### config.mk
export PLATFORM = sky130hd
export DESIGN_NAME = load_store_unit_flat
export DESIGN_NICKNAME = d
export VERILOG_FILES = /design/src/rtl/load_store_unit_if.sv /design/src/rtl/load_store_unit.sv /design/src/flat_wrapper.sv
export SDC_FILE = /design/constraint.sdc
export NUM_CORES = 1
export LEC_CHECK = 0
export CAP_MARGIN = 10
export CORE_MARGIN = 10
export CORE_UTILIZATION = 30
export CTS_CLUSTER_SIZE = 28
export DETAILED_ROUTE_END_ITERATION = 8
export PLACE_DENSITY = 0.54
export SKIP_CTS_REPAIR_TIMING = 1
export SLEW_MARGIN = 30
export SYNTH_ARGS = -nofsm -noshare
export SYNTH_HDL_FRONTEND = slang
export SYNTH_SLANG_ARGS = --single-unit
### constraint.sdc
create_clock -name clock -period 3.75 [get_ports clock]
set_clock_uncertainty 0.2 [all_clocks]
set_input_delay 0.75 -clock clock [delete_from_list [all_inputs] [get_ports clock]]
set_output_delay 0.75 -clock clock [all_outputs]
set_load 0.005 [all_outputs]
### src/rtl/load_store_unit_if.sv
// rtl/load_store_unit_if.sv - word-wide data memory bus between the load/store unit and memory
interface load_store_unit_if;
  logic [31:0] mem_addr;
  logic        mem_re;
  logic        mem_we;
  logic [31:0] mem_wdata;
  logic [31:0] mem_rdata;
  logic        mem_ready;

  modport master (
    output mem_addr, mem_re, mem_we, mem_wdata,
    input  mem_rdata, mem_ready
  );

  modport slave (
    input  mem_addr, mem_re, mem_we, mem_wdata,
    output mem_rdata, mem_ready
  );
endinterface

### src/rtl/load_store_unit.sv
// rtl/load_store_unit.sv - memory-access stage: zero-extending loads, read-modify-write sub-word stores
module load_store_unit #(
  parameter int MAX_WAIT = 255
) (
  input  logic                clock,
  input  logic                reset,
  input  logic                start,
  input  logic [4:0]          op,
  input  logic [31:0]         addr,
  input  logic [31:0]         wdata,
  output logic                busy,
  output logic                done,
  output logic                err,
  output logic [31:0]         rdata,
  load_store_unit_if.master   mem
);

  localparam logic [4:0] OP_LBU = 5'd12;
  localparam logic [4:0] OP_LHU = 5'd13;
  localparam logic [4:0] OP_LW  = 5'd14;
  localparam logic [4:0] OP_SB  = 5'd15;
  localparam logic [4:0] OP_SH  = 5'd16;
  localparam logic [4:0] OP_SW  = 5'd17;

  typedef enum logic [2:0] {IDLE, RD, MERGE, WR, DONE} state_t;

  state_t      state_q, state_d;
  logic [4:0]  op_q;
  logic [31:0] addr_q;
  logic [15:0] wdata_q;
  logic [31:0] wr_word;
  logic [31:0] rdata_q;
  logic        err_q;
  logic [15:0] wait_cnt;

  logic        illegal, misaligned, bad, load_q, at_limit;
  logic [4:0]  sh;
  logic [31:0] rd_sh, ld_data, ins, mask, merged;

  assign illegal    = (op < OP_LBU) || (op > OP_SW);
  assign misaligned = ((op == OP_LHU || op == OP_SH) && addr[0]) ||
                      ((op == OP_LW  || op == OP_SW) && addr[1:0] != 2'b00);
  assign bad        = illegal || misaligned;
  assign load_q     = (op_q == OP_LBU) || (op_q == OP_LHU) || (op_q == OP_LW);
  assign at_limit   = (wait_cnt == 16'(MAX_WAIT - 1));

  // Accepted halfword accesses are aligned, so one shifter serves both lane sizes.
  assign sh      = {addr_q[1:0], 3'b000};
  assign rd_sh   = mem.mem_rdata >> sh;
  assign ld_data = (op_q == OP_LBU) ? {24'b0, rd_sh[7:0]} :
                   (op_q == OP_LHU) ? {16'b0, rd_sh[15:0]} : mem.mem_rdata;
  assign ins     = (op_q == OP_SB) ? {24'b0, wdata_q[7:0]} : {16'b0, wdata_q};
  assign mask    = (op_q == OP_SB) ? 32'h0000_00FF : 32'h0000_FFFF;
  assign merged  = (wr_word & ~(mask << sh)) | (ins << sh);

  always_ff @(posedge clock) begin
    if (!reset) state_q <= IDLE;
    else        state_q <= state_d;
  end

  always_comb begin
    state_d = state_q;
    case (state_q)
      IDLE:  if (start) state_d = bad ? DONE : ((op == OP_SW) ? WR : RD);
      RD: begin
        if (mem.mem_ready) state_d = load_q ? DONE : MERGE;
        else if (at_limit) state_d = DONE;
      end
      MERGE: state_d = WR;
      WR:    if (mem.mem_ready || at_limit) state_d = DONE;
      DONE:  state_d = IDLE;
      default: state_d = IDLE;
    endcase
  end

  always_comb begin
    busy       = 1'b0;
    done       = 1'b0;
    mem.mem_re = 1'b0;
    mem.mem_we = 1'b0;
    case (state_q)
      RD:      begin busy = 1'b1; mem.mem_re = 1'b1; end
      MERGE:   busy = 1'b1;
      WR:      begin busy = 1'b1; mem.mem_we = 1'b1; end
      DONE:    done = 1'b1;
      default: ;
    endcase
  end

  always_ff @(posedge clock) begin
    if (!reset) begin
      op_q     <= '0;
      addr_q   <= '0;
      wdata_q  <= '0;
      wr_word  <= '0;
      rdata_q  <= '0;
      err_q    <= 1'b0;
      wait_cnt <= '0;
    end else begin
      case (state_q)
        IDLE: if (start) begin
          op_q     <= op;
          addr_q   <= addr;
          wdata_q  <= wdata[15:0];
          err_q    <= bad;
          wait_cnt <= '0;
          if (op == OP_SW && !bad) wr_word <= wdata;
        end
        RD: begin
          if (mem.mem_ready) begin
            if (load_q) rdata_q <= ld_data;
            else        wr_word <= mem.mem_rdata;
          end else begin
            wait_cnt <= wait_cnt + 16'd1;
            if (at_limit) err_q <= 1'b1;
          end
        end
        MERGE: begin
          wr_word  <= merged;
          wait_cnt <= '0;
        end
        WR: if (!mem.mem_ready) begin
          wait_cnt <= wait_cnt + 16'd1;
          if (at_limit) err_q <= 1'b1;
        end
        default: ;
      endcase
    end
  end

  assign err           = err_q;
  assign rdata         = rdata_q;
  assign mem.mem_addr  = {addr_q[31:2], 2'b00};
  assign mem.mem_wdata = wr_word;

endmodule

### src/flat_wrapper.sv
// flat-port wrapper written by rule: the top's interface ports become plain ports
module load_store_unit_flat 
#(
  parameter int MAX_WAIT = 255
)
  (clock, reset, start, op, addr, wdata, busy, done, err, rdata, mem_mem_addr, mem_mem_re, mem_mem_we, mem_mem_wdata, mem_mem_rdata, mem_mem_ready);
  load_store_unit_if mem_i ();
  input  logic clock;
  input  logic reset;
  input  logic start;
  input  logic [4:0] op;
  input  logic [31:0] addr;
  input  logic [31:0] wdata;
  output logic busy;
  output logic done;
  output logic err;
  output logic [31:0] rdata;
  output wire logic [$bits(mem_i.mem_addr)-1:0] mem_mem_addr;
  output wire logic [$bits(mem_i.mem_re)-1:0] mem_mem_re;
  output wire logic [$bits(mem_i.mem_we)-1:0] mem_mem_we;
  output wire logic [$bits(mem_i.mem_wdata)-1:0] mem_mem_wdata;
  input wire logic [$bits(mem_i.mem_rdata)-1:0] mem_mem_rdata;
  input wire logic [$bits(mem_i.mem_ready)-1:0] mem_mem_ready;
  assign mem_mem_addr = mem_i.mem_addr;
  assign mem_mem_re = mem_i.mem_re;
  assign mem_mem_we = mem_i.mem_we;
  assign mem_mem_wdata = mem_i.mem_wdata;
  assign mem_i.mem_rdata = mem_mem_rdata;
  assign mem_i.mem_ready = mem_mem_ready;
  load_store_unit #(.MAX_WAIT(MAX_WAIT)) u_core (.clock(clock), .reset(reset), .start(start), .op(op), .addr(addr), .wdata(wdata), .busy(busy), .done(done), .err(err), .rdata(rdata), .mem(mem_i));
endmodule
Word level (Yosys, flattened, before mapping). Cells that the tools add are included.

Flip-flop bits (word level): 137. Input bits: 105. Output and inout bits: 101. Logic and storage cells: 91.

Add/sub/neg operators: 1. Magnitude comparators: 2. Equal/unequal tests: 21. Shifts and indexed selects: 3. Mux-type cells: 28. Bitwise gates (word level): 3. Reduce and logical (&&, ||, !) cells: 25.

Operators with widths (count): 32-bit 2-to-1 mux (6); 32-bit case mux with 3 select lines (1); 16-bit 2-to-1 mux (4); 32-bit by 5-bit left shift with 32-bit output (2); 16-bit case mux with 3 select lines (1); 32-bit AND (1); 32-bit inverter (1); 32-bit bitwise OR (1); 32-bit by 5-bit >> shifter with 16-bit output (1); 5-bit by 4-bit equality test with 1-bit output, second input constant (6); 3-bit 2-to-1 mux (6); 16-bit by 1-bit adder with 16-bit output, second input constant (1); 16-bit by 8-bit equality test with 1-bit output, second input constant (1); 3-bit case mux with 4 select lines (1); 5-bit equality test, second input constant (2); 3-bit AND reduction (3); 1-bit logical OR (8); 2-bit inequality test, second input constant (4); 1-bit 2-to-1 mux (7); 3-bit by 2-bit equality test with 1-bit output, second input constant (2); 2-bit by 1-bit inequality test with 1-bit output, second input constant (3); 3-bit nonzero test (2); 5-bit greater-than comparator, second input constant (1); 5-bit by 4-bit < comparator with 1-bit output, second input constant (1); 14 further kinds (17).

Longest topological paths before layout. Gate-level depths: netlist (run 1).

Depth after elaboration: 10. Gate-level depth with buffers: 8. Depth with buffers taken out: 7.

Worst setup path after synthesis (run 1). No wires, ideal clock.

Path type: input -> register. Start point: input op[1]. End point: register u_core.wr_word[28], in the netlist u_core.mem.mem_wdata[28]. Library setup time: 0.088 ns. Arrival time: 2.211 ns. Data required time: 3.462 ns. Path slack: 1.251 ns. Stages on the path: 7. Buffers on the path: 2. Cells stage by stage: or4b_4 -> o22ai_1 -> o221a_1 -> buf_6 -> buf_12 -> a21oi_2 -> a311oi_2.

Longest elaborated chain between the ends: 9.

Ends and longest elaborated chain: start: declaration (line flat_wrapper.sv:11) `input logic [4:0] op;`; branches (longest 6 deep; another with 5-bit by 4-bit < comparator with 1-bit output); 1-bit logical AND (*) (line load_store_unit.sv:107) `if (op == OP_SW && !bad) wr_word <= wdata;`; 2-bit by 1-bit inequality test with 1-bit output (no line) (*); 5-bit AND reduction (no line) (*); end signal: assignment (line load_store_unit.sv:107); end signal: assignment (line load_store_unit.sv:112) `else wr_word <= mem.mem_rdata;`; end signal: assignment (line load_store_unit.sv:119) `wr_word <= merged;`; end: declaration (line load_store_unit.sv:31) `logic [31:0] wr_word;`.

Mark *: on every way between the ends. A chain may end at the register's enable or synchronous reset.

Final worst setup path (run 1).
Start point: register u_core.state_q[0]. End point: output mem_mem_re.

Longest elaborated chain between the ends: 2.

Ends and longest elaborated chain: start: declaration (line load_store_unit.sv:27) `state_t state_q, state_d;`; start signal: assignment (line load_store_unit.sv:58) `else state_q <= state_d;`; 3-bit by 1-bit equality test with 1-bit output (line load_store_unit.sv:81) `case (state_q)`; 1-bit 2-to-1 mux (line load_store_unit.sv:81); end: declaration (line flat_wrapper.sv:19) `output wire logic [$bits(mem_i.mem_re)-1:0] mem_mem_re;`.

No other way between the ends.

==> metrics.yaml, run 1 <==
clocking:
  cts.clk_slew.worst_paths_ps: 60
  cts_root_buf: "clkbuf_16"
  cts_sinks: 137
  clk_latency_ps: 420
  numCtsBuffers: 17
  h-tree-depth: 4
  cts_buffer_depth: 2
  cts_tree: "built"
detailed_routing:
  highest_layer: "met4"
  wl_met2_mm: 13.3
  vias_per_cell: 5.22
  ant_nets: 0
  wire_per_inst_um: 20.6
  drc_errors: 0
  routed_wl_mm: 28.5
  vias: 7206
  dr.pass1.iters: 6
  first_iter_violations: 546
  met3WireLength_mm: 2.09
  met1_length_mm: 12.5
yosys:
  syn_area_sq_um: 7270
  synth_edf_count: 0
  synth_ff_type: "dfxtp_1"
  synth.area.top_cells: "dfxtp_1, nand2_1, a21oi_1"
  netlist_instances: 896
  ys_seq_area_share_pct: 37.7
  yosysUniqueCellTypes: 73
  synthArstFlopShare_pct: 0
  synth_seq_cells: 137
  synth_top_cells_by_count: "nand2_1, dfxtp_1, a21oi_1, clkbuf_1"
  yosys_warnings: 0
  yosysTopAreaCell: "dfxtp_1"
  syn_avg_cell_area_sq_um: 8.11
  yosysMostFrequentCell: "nand2_1"
  synth_top_area_share_pct: 37.7
placement:
  dp_hpwl_mm: 21.3
  io_buffers: 203
  placed_area_sq_um: 9400
  gp_congestion: 0.881
setup_path:
  r2r-start: "u_core.state_q[1]$_SDFFE_PN0P_"
  cp_slowest_cell: "dfxtp_1"
  worstPathMaxFanout: 15
  critPathTopFamily: "flip-flops"
  path_cells: "or3b_2 -> inv_2 -> clkdlybuf4s50_1"
  worst-path-stages: 3
  worst-path-buf-inv: 2
  cp.required_ps: 2800
  regToRegSetupSlack_ps: 850
  startpoint_type: "flop"
  crit_path_end: "mem_mem_re"
  ff2ff_path_depth: 7
  worstReg2RegEnd: "u_core.mem.mem_wdata[19]$_SDFFE_PN0P_"
  end_kind: "output port"
  arrival_ps: 2330
  worstSetupPathType: "flop to output port"
  slowest_delay_ps: 640
  worstSetupStartpoint: "u_core.state_q[0]$_SDFFE_PN0P_"
power:
  sw_frac_of_total_pct: 26.5
  seq_power_share_pct: 38.9
  p_leak_nw: 3.55
  ir_worst_vdd_uv: 248
  combPwrFrac_pct: 14.0
  clkPwrFrac_pct: 47.1
  power_density_nw_per_um2: 391
  internal_power_mw: 2.89
  p_sw_mw: 1.04
final_layout:
  design_area_sq_um: 10000
  area_growth_pct: 38.0
  final_layout_size_suffix_gt1_share_pct: 10.7
  final_util_pct: 42.4
  layout.nets: 1156
  antenna_cells: 0
  nFillCells: 2394
min_path:
  min_path_type: "flop to flop"
sta:
  slew_violations: 0
  clock.fmax_mhz: 305
  finalHoldViolations: 0
  rsz0062_at_grt: "false"
  setup_viol: 0
  period_share_pct: 87.4
  slew_headroom_pct: 45.3
  worst_pin_slew_ps: 821
  setup_tns_ps: 0
  period_minus_slack_ps: 3280
die:
  ioPinCount: 206
  dieArea_sq_um: 30900
  rows: 56
  die_y_um: 176
  die_w_um: 176
  core_area_sq_um: 23700
  initial_core_util_pct: 30.7
global_routing:
  overflow: 0
  grt_max_degree: 53
  grt.total_usage_pct: 18.1
  antenna_found_initial: 0
  grt_pass1_vias: 6899
  grt_pass1_wl_mm: 43.3
outcome:
  outcome: "completed"
job:
  cap_viol_max_count: 0
-- cell usage in the layout, fill, tap and decap left out, types with 10 or more instances in the layout --
cell	n
a22o_1	25
or3_1	14
dfxtp_1	137
a22oi_1	25
nor2_1	36
o21ai_0	28
buf_4	30
clkbuf_16	17
clkdlybuf4s50_1	203
nor3_1	24
xnor2_1	10
nand2_1	186
a21oi_1	99
mux2i_1	24
nand3_1	30
-- final cells by class --
| cell class | instances | area (sq um) | share of cell area, % |
|---|---|---|---|
| multi-input combinational | 647 | 3930 | 39.2 |
| tap | 319 | 399 | 3.98 |
| sequential | 137 | 2740 | 27.3 |
| clock buffer | 17 | 425 | 4.24 |
| clock inverter | 15 | 214 | 2.13 |
| inverter | 12 | 46.3 | 0.461 |
| timing repair buffer | 234 | 2280 | 22.7 |
-- worst min-delay path: stages, from the launching register on --
cell and delay (ps):
dfxtp_1 310, nand2_1 50, o21ai_1 50
-- logic make-up (layout without fill, tap and decap cells) --
kind of cell | Yosys count | after routing | synth area share, %
mux | 32 | 32 | 4.54
fa+ha+maj | 2 | 2 | 0.344
flops | 137 | 137 | 37.7
buf+inv | 113 | 278 | 8.36
xor+xnor | 12 | 12 | 1.45
simple gates | 328 | 328 | 20.4
other cells | 1 | 2 | 0.0516
compound gates | 271 | 271 | 27.2
-- stage by stage --
stage	worst slack (ps)	total power [mW]	instances	hold slack, ps
4_1_cts	474	3.96	1381	250
6_report	472	3.93	1381	250
3_3_place_gp	475	2.11	1349	239
5_1_grt	382	4.07	1381	270
3_5_place_dp	396	2.11	1349	242
2_1_floorplan	1250	1.84	897	237
-- flip-flops by register name, indices dropped and copies added, names as in the netlist --
| register | count |
|---|---|
| u_core.wdata_q | 16 |
| u_core.rdata | 32 |
| u_core.err | 1 |
| u_core.mem.mem_wdata | 32 |
| u_core.addr_q | 32 |
| u_core.wait_cnt | 16 |
| u_core.state_q | 3 |
| u_core.op_q | 5 |
-- worst min-delay path by stage --
stage                                                end  depth (start not counted)  slack, ps                      startpoint
after floorplan           u_core.addr_q[10]$_SDFFE_PN0P_                          2        240  u_core.addr_q[10]$_SDFFE_PN0P_
after global placement     u_core.rdata[24]$_SDFFE_PN0P_                          2        240   u_core.rdata[24]$_SDFFE_PN0P_
after detailed placement   u_core.rdata[15]$_SDFFE_PN0P_                          2        240   u_core.rdata[15]$_SDFFE_PN0P_
after CTS                  u_core.rdata[15]$_SDFFE_PN0P_                          2        250   u_core.rdata[15]$_SDFFE_PN0P_
after global routing      u_core.addr_q[28]$_SDFFE_PN0P_                          2        270  u_core.addr_q[28]$_SDFFE_PN0P_
final                      u_core.rdata[15]$_SDFFE_PN0P_                          2        250   u_core.rdata[15]$_SDFFE_PN0P_
-- power by group through the flow --
stage / sequential (mW) / clock, mW / combinational, mW
finish: 1.53 / 1.85 / 0.550
global route: 1.53 / 1.94 / 0.593
CTS: 1.53 / 1.89 / 0.549
detailed placement: 1.56 / 0 / 0.548
global placement: 1.56 / 0 / 0.547
floorplan: 1.55 / 0 / 0.289
-- layer usage --
metal	global-route usage, %	vias to the layer above
met5	0	-
met4	6.53	0
met3	4.40	36
met2	28.6	255
met1	23.3	3426
li1	-	3489
Power figures use the tool's default switching activity.
==> run 2: changes to the inputs <==
- GPL_TIMING_DRIVEN: not set -> 0
- TNS_END_PERCENT: not set -> 1
==> run 2 against run 1 <==
Net effect:
- critical path depth increased by 2
- sequential power is essentially flat
- global-route usage rose by 0.96 points
- power is 0.24% lower
- core utilization increased by 1.2 points
- final area rose by 2.9%
- count of clock-buffer cells in the layout did not move
- maximum frequency is 9.0% lower
- worst hold slack worse by 1.6 ps
- sequential cell count unchanged
- sequential share of layout area fell by 0.76 points
==> metrics.yaml, run 2 (synthesis results as in run 1) <==
global_routing:
  grt_pass1_vias: 7236  # was 6,899
  grt_pass1_wl_mm: 45.6  # was 43.3 mm
  grt.total_usage_pct: 19.0  # was 18.1%
  overflow: 0  # unchanged
  antenna_found_initial: 0  # unchanged
  grt_max_degree: 17  # was 53
detailed_routing:
  wire_per_inst_um: 20.8  # was 20.6 um
  ant_nets: 0  # unchanged
  first_iter_violations: 705  # was 546
  dr.pass1.iters: 5  # was 6
  drc_errors: 0  # unchanged
  vias_per_cell: 5.20  # was 5.22
  routed_wl_mm: 30.2  # was 28.5 mm
  vias: 7544  # was 7,206
sta:
  clock.fmax_mhz: 278  # was 305 MHz
  period_minus_slack_ps: 3600  # was 3280 ps
  period_share_pct: 96.0  # was 87.4%
  setup_tns_ps: 0  # unchanged
  rsz0062_at_grt: "false"  # unchanged
  finalHoldViolations: 0  # unchanged
  slew_headroom_pct: 44.9  # was 45.3%
  setup_viol: 0  # unchanged
  slew_violations: 0  # unchanged
  worst_pin_slew_ps: 827  # was 821 ps
setup_path:
  ff2ff_path_depth: 8  # was 7
  regToRegSetupSlack_ps: 1080  # was 850 ps
  worstSetupPathType: "flop to output port"  # unchanged
  worstSetupStartpoint: "u_core.state_q[0]$_SDFFE_PN0P_"  # unchanged
  cp_slowest_cell: "clkdlybuf4s50_1"  # was dfxtp_1
  arrival_ps: 2650  # was 2330 ps
  cp.required_ps: 2800  # about the same
  worstReg2RegEnd: "u_core.mem.mem_wdata[2]$_SDFFE_PN0P_"  # was u_core.mem.mem_wdata[19]$_SDFFE_PN0P_
  startpoint_type: "flop"  # unchanged
  path_cells: "buf_2 -> clkbuf_1 -> clkbuf_1 -> and3_1 -> clkdlybuf4s50_1"  # was or3b_2 -> inv_2 -> clkdlybuf4s50_1
  end_kind: "output port"  # unchanged
  worstPathMaxFanout: 10  # was 15
  slowest_delay_ps: 560  # was 640 ps
  r2r-start: "u_core.state_q[0]$_SDFFE_PN0P_"  # was u_core.state_q[1]$_SDFFE_PN0P_
  cpMostUsedCell: "clkbuf_1"
placement:
  gp_congestion: 0.916  # was 0.881
  io_buffers: 203  # unchanged
  dp_hpwl_mm: 23.6  # was 21.3 mm
  dp_cells: 1419  # was 1,349
final_layout:
  antenna_cells: 0  # unchanged
  stdcell_count: 1451  # was 1,381
  final_layout_size_suffix_gt1_share_pct: 11.8  # was 10.7%
  final_util_pct: 43.6  # was 42.4%
  layout.nets: 1226  # was 1,156
  mostFrequentLayoutCell: "clkdlybuf4s50_1"  # unchanged
  nFillCells: 2447  # was 2,394
  final_cell_mix: "clkdlybuf4s50_1, nand2_1, dfxtp_1, a21oi_1, clkbuf_1"  # was clkdlybuf4s50_1, nand2_1, dfxtp_1, a21oi_1, nor2_1
  area_growth_pct: 42.0  # was 38.0%
min_path:
  min_path_type: "flop to flop"  # unchanged
  whs_path_depth: 2  # unchanged
  min_from: "u_core.rdata[15]$_SDFFE_PN0P_"  # unchanged
  hold_end: "u_core.rdata[15]$_SDFFE_PN0P_"  # unchanged
die:
  rows: 56  # unchanged
  ioPinCount: 206  # unchanged
  initial_core_util_pct: 30.7  # unchanged
  dieArea_sq_um: 30900  # unchanged
  die_y_um: 176  # unchanged
  die_w_um: 176  # unchanged
  core_area_sq_um: 23700  # unchanged
clocking:
  cts_sinks: 137  # unchanged
  cts.clk_slew.worst_paths_ps: 60  # about the same
  cts_root_buf: "clkbuf_16"  # unchanged
  cts_tree: "built"  # unchanged
  h-tree-depth: 4  # unchanged
  clk_latency_ps: 430  # was 420 ps
  cts_buffer_depth: 2  # unchanged
  numCtsBuffers: 17  # unchanged
power:
  power_density_nw_per_um2: 380  # was 391 nW/um^2
  p_leak_nw: 3.71  # was 3.55 nW
  p_total_mw: 3.92  # was 3.93 mW
  ir_worst_vdd_uv: 239  # was 248 uV
job:
  cap_viol_max_count: 0  # unchanged
outcome:
  outcome: "completed"  # unchanged
run 2: cell types whose count changed in the layout (fill, tap and decap cells not counted), moves of 2 or more:
cell / previous run / this run
buf_6: 0 / 2
buf_4: 30 / 36
buf_2: 0 / 14
buf_1: 0 / 3
clkbuf_1: 0 / 45
run 2: critical path: cells and delay by family (launching register included):
family	cells	cell delay (ps)
DFF	1	340
buffers and inverters	4	1650
and+or+nand+nor	1	240
run 2: final cells by class:
class	count	area, sq um	area share (%)
Clock buffer	17	425	4.12
Multi-Input combinational cell	647	3920	38.0
Sequential cell	137	2740	26.6
Timing Repair Buffer	203	2030	19.7
Clock inverter	15	191	1.85
Tap cell	319	399	3.87
Inverter	12	45.0	0.436
Buffer	101	563	5.45
run 2: how the worst max path moves through the flow:
stage                                            endpoint  slack, ps  cells past startpoint
finish                                         mem_mem_we        150                      5
global route                                   mem_mem_we         40                      5
CTS                                            mem_mem_we        160                      5
detailed placement  u_core.mem.mem_wdata[29]$_SDFFE_PN0P_        350                      7
global placement    u_core.mem.mem_wdata[30]$_SDFFE_PN0P_        360                      7
floorplan           u_core.mem.mem_wdata[28]$_SDFFE_PN0P_       1250                      7
run 2: metal layers:
| layer | track usage, % | routed length, um |
|---|---|---|
| met5 | 0 | 0 |
| met4 | 5.30 | 481 |
| met3 | 3.95 | 2230 |
| met2 | 30.4 | 14100 |
| met1 | 25.3 | 13400 |
run 2: report_power, final:
part | internal (mW) | leakage [nW] | switching [mW] | total (mW)
clock | 1.06 | 0.297 | 0.740 | 1.80
combinational | 0.279 | 2.30 | 0.309 | 0.588
sequential | 1.50 | 1.11 | 0.0311 | 1.53
total | 2.84 | 3.71 | 1.08 | 3.92
run 2: per-stage QoR:
stage / instance area, sq um / hold slack (ps) / setup slack (ps)
after floorplan: 7270 / 237 / 1250
after CTS: 10300 / 252 / 163
final: 10300 / 249 / 149
after detailed placement: 9710 / 244 / 350
after global placement: 9710 / 238 / 363
after global routing: 10300 / 267 / 36.2
